## src/rtl/bram_stream_reader_pkg.sv

```systemverilog
// Shared types for the BRAM-to-stream burst reader.
package bram_stream_pkg;
    typedef enum logic [1:0] {
        IDLE  = 2'd0,
        RUN   = 2'd1,
        DRAIN = 2'd2
    } state_t;

    localparam int SKID_DEPTH = 2;
endpackage

```

## src/rtl/bram_stream_reader_if.sv

```systemverilog
// Valid/ready stream carrying words read out of the BRAM.
interface bram_stream_reader_if #(
    parameter int WIDTH = 12
);
    logic             m_valid;
    logic             m_ready;
    logic [WIDTH-1:0] m_data;

    modport master (output m_valid, output m_data, input m_ready);
    modport slave  (input m_valid, input m_data, output m_ready);
endinterface

```

## src/rtl/stream_skid2.sv

```systemverilog
// Two-entry FIFO absorbing BRAM read data while the sink stalls.
module stream_skid2
    import bram_stream_pkg::*;
#(
    parameter int WIDTH = 12
) (
    input  logic             clk,
    input  logic             rst_n,
    input  logic             in_valid,
    output logic             in_ready,
    input  logic [WIDTH-1:0] in_data,
    output logic             out_valid,
    input  logic             out_ready,
    output logic [WIDTH-1:0] out_data,
    output logic [1:0]       level
);
    logic [1:0][WIDTH-1:0] buf_q;
    logic                  wr_ptr;
    logic                  rd_ptr;
    logic [1:0]            cnt;
    logic                  push;
    logic                  pop;

    // A full FIFO can still take a word when the head leaves in the same cycle.
    assign in_ready  = (cnt != 2'(SKID_DEPTH)) || out_ready;
    assign out_valid = (cnt != 2'd0);
    assign out_data  = buf_q[rd_ptr];
    assign level     = cnt;
    assign push      = in_valid && in_ready;
    assign pop       = out_valid && out_ready;

    always_ff @(posedge clk or negedge rst_n) begin
        if (!rst_n) begin
            buf_q  <= '0;
            wr_ptr <= 1'b0;
            rd_ptr <= 1'b0;
            cnt    <= 2'd0;
        end else begin
            if (push) begin
                buf_q[wr_ptr] <= in_data;
                wr_ptr        <= ~wr_ptr;
            end
            if (pop)
                rd_ptr <= ~rd_ptr;
            case ({push, pop})
                2'b10:   cnt <= cnt + 2'd1;
                2'b01:   cnt <= cnt - 2'd1;
                default: cnt <= cnt;
            endcase
        end
    end
endmodule

```

## src/rtl/bram_stream_reader.sv

```systemverilog
// Reads len consecutive BRAM words from base_addr and emits them on a
// valid/ready stream, throttling reads so the skid FIFO never overflows.
module bram_stream_reader
    import bram_stream_pkg::*;
#(
    parameter int WIDTH = 12,
    parameter int DEPTH = 8
) (
    input  logic                 clk,
    input  logic                 rst_n,
    input  logic                 start,
    input  logic [DEPTH-1:0]     base_addr,
    input  logic [DEPTH:0]       len,
    output logic [DEPTH-1:0]     addr_read,
    input  logic [WIDTH-1:0]     data_out,
    bram_stream_reader_if.master m,
    output logic                 busy,
    output logic                 done
);
    localparam logic [DEPTH:0] ONE = {{DEPTH{1'b0}}, 1'b1};

    state_t         state, state_nxt;
    logic [DEPTH:0] len_q;
    logic [DEPTH:0] issued;
    logic [DEPTH:0] accepted;
    logic           rd_vld;
    logic           issue;
    logic           room;
    logic           pop;
    logic           last_pop;
    logic [1:0]     level;
    logic           fifo_in_ready;

    stream_skid2 #(.WIDTH(WIDTH)) u_skid (
        .clk       (clk),
        .rst_n     (rst_n),
        .in_valid  (rd_vld),
        .in_ready  (fifo_in_ready),
        .in_data   (data_out),
        .out_valid (m.m_valid),
        .out_ready (m.m_ready),
        .out_data  (m.m_data),
        .level     (level)
    );

    assign pop      = m.m_valid && m.m_ready;
    assign last_pop = pop && (state != IDLE) && (accepted == len_q - ONE);
    // Occupancy counted after this cycle's pop, so a steady sink sees one word per clk.
    assign room     = (3'(level) + 3'(rd_vld)) < (3'd2 + 3'(pop));
    assign busy     = (state != IDLE);

    always_ff @(posedge clk or negedge rst_n) begin
        if (!rst_n) state <= IDLE;
        else        state <= state_nxt;
    end

    always_comb begin
        state_nxt = state;
        issue     = 1'b0;
        case (state)
            IDLE:  if (start && (len != '0)) state_nxt = RUN;
            RUN: begin
                issue = (issued != len_q) && room && fifo_in_ready;
                if (issue && (issued + ONE == len_q)) state_nxt = DRAIN;
            end
            DRAIN: if (last_pop) state_nxt = IDLE;
            default: state_nxt = IDLE;
        endcase
    end

    always_ff @(posedge clk or negedge rst_n) begin
        if (!rst_n) begin
            len_q     <= '0;
            issued    <= '0;
            accepted  <= '0;
            addr_read <= '0;
            rd_vld    <= 1'b0;
            done      <= 1'b0;
        end else begin
            done   <= 1'b0;
            rd_vld <= issue;
            if (state == IDLE) begin
                if (start) begin
                    len_q     <= len;
                    addr_read <= base_addr;
                    issued    <= '0;
                    accepted  <= '0;
                    done      <= (len == '0);
                end
            end else begin
                if (issue) begin
                    addr_read <= addr_read + 1'b1;
                    issued    <= issued + ONE;
                end
                if (pop)      accepted <= accepted + ONE;
                if (last_pop) done     <= 1'b1;
            end
        end
    end
endmodule

```

## src/flat_wrapper.sv

```systemverilog
// flat-port wrapper written by rule: the top's interface ports become plain ports
module bram_stream_reader_flat import bram_stream_pkg::*;
#(
    parameter int WIDTH = 12,
    parameter int DEPTH = 8
)
  (clk, rst_n, start, base_addr, len, addr_read, data_out, busy, done, m_m_valid, m_m_data, m_m_ready);
  bram_stream_reader_if #(.WIDTH(WIDTH)) m_i ();
  input  logic clk;
  input  logic rst_n;
  input  logic start;
  input  logic [DEPTH-1:0] base_addr;
  input  logic [DEPTH:0] len;
  output logic [DEPTH-1:0] addr_read;
  input  logic [WIDTH-1:0] data_out;
  output logic busy;
  output logic done;
  output wire logic [$bits(m_i.m_valid)-1:0] m_m_valid;
  output wire logic [$bits(m_i.m_data)-1:0] m_m_data;
  input wire logic [$bits(m_i.m_ready)-1:0] m_m_ready;
  assign m_m_valid = m_i.m_valid;
  assign m_m_data = m_i.m_data;
  assign m_i.m_ready = m_m_ready;
  bram_stream_reader #(.WIDTH(WIDTH), .DEPTH(DEPTH)) u_core (.clk(clk), .rst_n(rst_n), .start(start), .base_addr(base_addr), .len(len), .addr_read(addr_read), .data_out(data_out), .m(m_i), .busy(busy), .done(done));
endmodule
```

## config.mk

```make
export PLATFORM = sky130hd
export DESIGN_NAME = bram_stream_reader_flat
export DESIGN_NICKNAME = d
export VERILOG_FILES = /design/src/rtl/bram_stream_reader_pkg.sv /design/src/rtl/bram_stream_reader_if.sv /design/src/rtl/stream_skid2.sv /design/src/rtl/bram_stream_reader.sv /design/src/flat_wrapper.sv
export SDC_FILE = /design/constraint.sdc
export NUM_CORES = 1
export LEC_CHECK = 0
export CORE_MARGIN = 4
export CORE_UTILIZATION = 59
export DETAILED_ROUTE_END_ITERATION = 10
export PLACE_DENSITY = 0.94
export SLEW_MARGIN = 30
export SYNTH_ARGS = -nofsm -noshare
export SYNTH_HDL_FRONTEND = slang
export SYNTH_SLANG_ARGS = --single-unit
```

## constraint.sdc

```tcl
create_clock -name clk -period 6.4 [get_ports clk]
set_input_delay 0.96 -clock clk [delete_from_list [all_inputs] [get_ports clk]]
set_output_delay 0.96 -clock clk [all_outputs]
set_load 0.02 [all_outputs]
```

* Word-level counts from Yosys, hierarchy flattened *
Cells that the tools add are included.

word-level totals
  register bits = 67
  input port bits = 33
  output and inout bits = 23
  logic and storage cells = 82

cells by class
  add/subtract/negate cells = 8
  magnitude comparators = 4
  eq/ne operators = 12
  muxes and demuxes = 22
  bitwise gates (word level) = 2
  reduce and logical (&&, ||, !) cells = 22

operator list
  kind                                                                           number
  9-bit 2-to-1 mux                                                               5
  12-bit 2-to-1 mux                                                              3
  24-bit bitwise mux                                                             1
  8-bit 2-to-1 mux                                                               3
  9-bit by 1-bit adder with 9-bit output (second input constant)                 2
  9-bit == test                                                                  2
  12-bit demux with 1-bit select                                                 1
  2-bit nonzero test                                                             5
  1-bit logical AND                                                              9
  9-bit logical NOT                                                              1
  9-bit inequality test                                                          1
  9-bit nonzero test                                                             1
  9-bit by 1-bit subtractor with 9-bit output (second input constant)            1
  8-bit by 1-bit adder with 8-bit output (second input constant)                 1
  2-bit 2-to-1 mux                                                               3
  2-bit by 1-bit inequality test with 1-bit output (second input constant)       3
  2-bit case mux with 3 select lines                                             1
  2-bit AND reduction                                                            3
  2-bit by 1-bit == test with 1-bit output (second input constant)               2
  2-bit == test (second input constant)                                          2
  1-bit by 2-bit less-than comparator with 1-bit output (second input constant)  2
  1-bit 2-to-1 mux                                                               4
  2-bit inequality test (second input constant)                                  2
  2-bit case mux with 2 select lines                                             1
  other kinds (10)                                                               11

* Longest topological paths before layout *
  depth in word-level cells = 9
  mapped depth = 8
  depth with buffers taken out = 8

* By module *
Synthesis repeated with hierarchy kept, for this count alone.

unflattened totals
  cell total of the unflattened synthesis = 383
  area, all modules = 3799.9 um^2

by module, submodules not included
  module              times used  cells each  area each (um^2)  seq. area each (um^2)
  bram_stream_reader  1           303         2481.1            975.9
  stream_skid2        1           80          1318.8            700.7

* Worst setup path after synthesis *
Ideal clock, no wire load.

  path type = input-to-reg
  start = input port m_m_ready
  end = register u_core.issued[6]
  data arrival time = 2.226 ns
  data required time = 6.279 ns
  path slack = 4.053 ns
  stages on the path = 6
  path buffers = 0
  path through = nand2b_1 > a21oi_1 > nand3b_1 > o21ai_4 > a21bo_1 > a22o_1

between the ends
  word-level cells in the longest chain between the ends = 8
  elaborated cells between the ends (all ways) = 9
  those cells by class = add/sub: 1; order compare: 1; mux: 1; reduce/logical: 6

RTL lines
  element                                 line                      RTL
  start, declared                         flat_wrapper.sv:20        input wire logic [$bits(m_i.m_ready)-1:0] m_m_ready;
  1-bit logical AND                       bram_stream_reader.sv:46  assign pop = m.m_valid && m.m_ready;
  2-bit by 1-bit adder with 3-bit output  bram_stream_reader.sv:49  assign room = (3'(level) + 3'(rd_vld)) < (3'd2 + 3'(pop));
  3-bit less-than comparator              bram_stream_reader.sv:49
  1-bit logical AND                       bram_stream_reader.sv:63  issue = (issued != len_q) && room && fifo_in_ready;
  1-bit logical AND (*)                   bram_stream_reader.sv:63
  1-bit 2-to-1 mux (*)                    bram_stream_reader.sv:60  case (state)
  2-bit nonzero test (no line) (*)        --
  2-bit AND reduction (no line) (*)       --
  end signal, assigned                    bram_stream_reader.sv:93  issued <= issued + ONE;
  end, declared                           bram_stream_reader.sv:24  logic [DEPTH:0] issued;

Every way passes the cells marked *; elsewhere a longest branch is shown, timed or not.
A chain may end at the register's enable or synchronous reset.

* Worst setup path after layout *
  start = register u_core.state[1]
  end = output port busy

between the ends
  word-level cells in the longest chain between the ends = 1

RTL lines
  element                 line                      RTL
  start, declared         bram_stream_reader.sv:22  state_t state, state_nxt;
  start signal, assigned  bram_stream_reader.sv:54  else state <= state_nxt;
  2-bit nonzero test      bram_stream_reader.sv:50  assign busy = (state != IDLE);
  end, declared           flat_wrapper.sv:16        output logic busy;

Every way passes these cells.

==> results.py <==
metrics = {
    "run_status": {
        "status": "finished, final reports clean",
    },
    "clocking": {
        "cts_buffer_depth": 2,
        "root_buffer": "clkbuf_8",
        "cts-resized-gates": 0,
        "cts_tree": "built",
        "postCtsSetupRepairBufs": 0,
        "cts_inserted_buffers": 9,
        "cts_sinks": 67,
        "ctsHoldBuffers": 0,
        "clock_latency_ns": 0.35,
        "ctsHtreeMaxLevel": 3,
        "clk_pin_slew_worst_paths_ns": 0.07,
    },
    "power": {
        "switchingPower_w": 0.00106,
        "clkPwrFrac": 0.144,
        "powerDensity_nw_per_um2": 548,
        "p_int_w": 0.00140,
        "power_w": 0.00246,
        "seq_power_share": 0.329,
        "p_leak_nw": 1.91,
        "vdd.ir_drop.worst_v": 0.000410,
        "combPwrFrac": 0.527,
        "power.share.switching": 0.432,
    },
    "detailed_routing": {
        "wl_mm": 8.61,
        "drc": 0,
        "vias": 3072,
        "ant_nets": 0,
        "vias_per_cell": 6.08,
        "drtIter0Drc": 272,
        "firstDrtPassIters": 4,
        "wl_per_cell_um": 17.0,
    },
    "global_routing": {
        "grt_first_pass_wirelength_mm": 14.3,
        "grt-ovfl-total": 0,
        "grt_pass1_vias": 2980,
        "grt_use_met2": 0.396,
        "met3_usage": 0.0482,
        "grtUsageMet1": 0.312,
        "antenna_found_initial": 0,
        "grt_max_degree": 68,
        "grt_use_total": 0.239,
        "top_usage_layer": "met2",
    },
    "sta": {
        "period_share": 0.527,
        "fmax_mhz": 297,
        "slew_headroom": 0.446,
        "period_needed_ns": 3.37,
        "hold_slack_ns": 0.508,
        "fin_setup_tns_ns": 0,
        "maxSlewViolCount": 0,
        "rsz0062_at_grt": "false",
        "finalHoldViolations": 0,
        "skew_ns": 0.0117,
        "setup_ws_ns": 3.03,
        "final-setup-viol-count": 0,
        "worst_slew_pin_slew_ns": 0.830,
    },
    "logic_synthesis": {
        "synth-seq-area-share": 0.450,
        "avgSynthCellArea_um2": 9.99,
        "ys_ff_latch": 67,
        "yosysWarnings": 0,
        "synthFlopType": "dfrtp_1",
        "synth.distinct_cells": 53,
        "synthCells": 373,
        "async_reset_ff_frac": 1.00,
        "synth_edf_count": 0,
        "syn_area_um2": 3720,
        "synth_nets": 413,
    },
    "finish": {
        "multi_input_comb_area_um2": 1940,
        "drive_gt1_frac": 0.149,
        "n_antenna_cell": 0,
        "final_area_um2": 4500,
        "area_growth_pct": 20.7,
        "layout.nets": 465,
        "seq_area_um2": 1680,
        "fillers": 382,
    },
    "placed_design": {
        "placed_cell_area_um2": 4300,
        "hpwl_mm": 6.01,
        "port_buffers": 55,
        "place_congestion": 0.886,
        "post-place-ws_ns": 3.18,
    },
    "floorplan": {
        "core_area_um2": 6030,
        "die_h_um": 87.5,
        "start_util": 0.618,
        "ios": 56,
        "rows": 28,
        "die_width_um": 87.5,
        "die_area_um2": 7650,
    },
    "critical_path": {
        "arrival_ns": 2.41,
        "cp-end-kind": "output pin",
        "cp_max_fo": 19,
        "regToRegStartpoint": "u_core.u_skid.level[0]$_DFFE_PN0P_",
        "r2r_slack_ns": 3.69,
        "cp_data_required_time_ns": 5.44,
        "start_kind": "flip-flop",
        "path_class": "flip-flop to output pin",
        "startpoint": "u_core.state[1]$_DFFE_PN0P_",
    },
    "min_path": {
        "worstHoldPathType": "flip-flop to flip-flop",
        "hp-start": "u_core.u_skid.buf_q[23]$_DFFE_PN0P_",
    },
    "flow_run": {
        "cap_violations": 0,
    },
}
[cells by family (layout without fill, tap and decap cells)]
group | count (synthesis) | after routing | share of synthesized area
simple gates | 133 | 133 | 0.183
compound gates | 68 | 68 | 0.112
flops | 67 | 67 | 0.450
mux | 39 | 39 | 0.117
xor+xnor | 36 | 36 | 0.0847
buf+inv | 23 | 80 | 0.0292
fa+ha+maj | 7 | 7 | 0.0235
[cell type report]
class,instances,share of cell area
inverter,7,0.00584
timing repair buffer,57,0.125
clock buffer,9,0.0275
clock inverter,7,0.0164
tap,75,0.0209
sequential,67,0.373
multi-input combinational,283,0.432
[cell usage in the layout, fill, tap and decap left out, types with 2 or more instances in the layout]
cell type        instances
o21ai_1                  2
ha_1                     7
nand4_1                  6
mux2i_1                  3
xor2_1                   9
and3_1                   5
clkdlybuf4s50_1         54
clkbuf_8                 9
a22o_1                   3
nand3_1                 12
or3_1                    2
nor2b_1                  2
o211ai_1                 2
mux2_2                  36
nor2_1                  26
nor4_1                   2
xnor2_1                 27
a31oi_1                  5
o32ai_1                  2
or2_2                    2
nor4_4                   2
nand2_1                 48
clkinv_2                 2
inv_6                    2
o22ai_1                  3
dfrtp_1                 67
nor3_1                   7
nor3b_1                  3
o21ai_0                 25
inv_1                    6
a21oi_1                 16
o31ai_1                  2
nand2b_1                 5
buf_4                    2
[power by group through the flow]
stage          combinational (W)  clock (W)  sequential, W
2_1_floorplan           0.000961          0       0.000749
3_3_place_gp             0.00122          0       0.000798
3_5_place_dp             0.00128          0       0.000812
4_1_cts                  0.00130   0.000356       0.000806
5_1_grt                  0.00141   0.000377       0.000841
6_report                 0.00130   0.000354       0.000811
[through the flow]
step,utilization,cells
3_5_place_dp,0.713,489
3_3_place_gp,0.713,489
4_1_cts,0.746,505
2_1_floorplan,-,373
6_report,0.746,505
5_1_grt,0.746,505
[worst max-delay path, cell delays in order, from the launching register on]
cell             delay, ns
dfrtp_1               0.40
nor2_1                0.44
clkinv_1              0.54
clkdlybuf4s50_1       0.68
[state kept, by name (all words and copies together), names as in the netlist]
name / flops
u_core.u_skid.buf_q: 24
u_core.rd_vld: 1
u_core.u_skid.level: 2
u_core.accepted: 9
u_core.addr_read: 8
u_core.done: 1
u_core.u_skid.rd_ptr: 1
u_core.u_skid.wr_ptr: 1
u_core.issued: 9
u_core.len_q: 9
u_core.state: 2
[Yosys cell counts (2+ instances only)]
| master | count | area, um2 |
|---|---|---|
| dfrtp_1 | 67 | 1680 |
| nand2_1 | 48 | 180 |
| mux2_2 | 36 | 405 |
| nor2_1 | 27 | 101 |
| xnor2_1 | 27 | 236 |
| o21ai_0 | 25 | 125 |
| a21oi_1 | 16 | 80.1 |
| nand3_1 | 12 | 60.1 |
| xor2_1 | 9 | 78.8 |
| clkbuf_1 | 7 | 26.3 |
| ha_1 | 7 | 87.6 |
| nor3_1 | 7 | 35.0 |
| inv_1 | 6 | 22.5 |
| nand4_1 | 6 | 37.5 |
| a31oi_1 | 5 | 31.3 |
| and3_1 | 5 | 31.3 |
| nand2b_1 | 5 | 31.3 |
| buf_2 | 4 | 20.0 |
| a22o_1 | 3 | 26.3 |
| mux2i_1 | 3 | 30.0 |
| nor3b_1 | 3 | 22.5 |
| o22ai_1 | 3 | 18.8 |
| buf_6 | 2 | 22.5 |
| clkbuf_2 | 2 | 10.0 |
| nor2b_1 | 2 | 12.5 |
| nor4_1 | 2 | 12.5 |
| nor4_4 | 2 | 42.5 |
| o211ai_1 | 2 | 15.0 |
| o21ai_1 | 2 | 10.0 |
| o31ai_1 | 2 | 15.0 |
| o32ai_1 | 2 | 17.5 |
| or2_2 | 2 | 12.5 |
| or3_1 | 2 | 12.5 |
[final timing paths]
kind / end / depth (start not counted)
worst max-delay path: busy / 3
worst min-delay path: u_core.u_skid.buf_q[23]$_DFFE_PN0P_ / 1
worst max register to register: u_core.issued[6]$_DFFE_PN0P_ / 8
worst min register to register: u_core.u_skid.buf_q[23]$_DFFE_PN0P_ / 1
max in group asynchronous: u_core.len_q[7]$_DFFE_PN0P_ / 2
min in group asynchronous: u_core.addr_read[4]$_DFFE_PN0P_ / 2
[layer usage]
metal  wire length, um  vias up
met4               190        0
met2              4390      132
met5                 0        -
met3               511       25
li1                  -     1423
met1              3520     1492
Power figures use the tool's default switching activity.
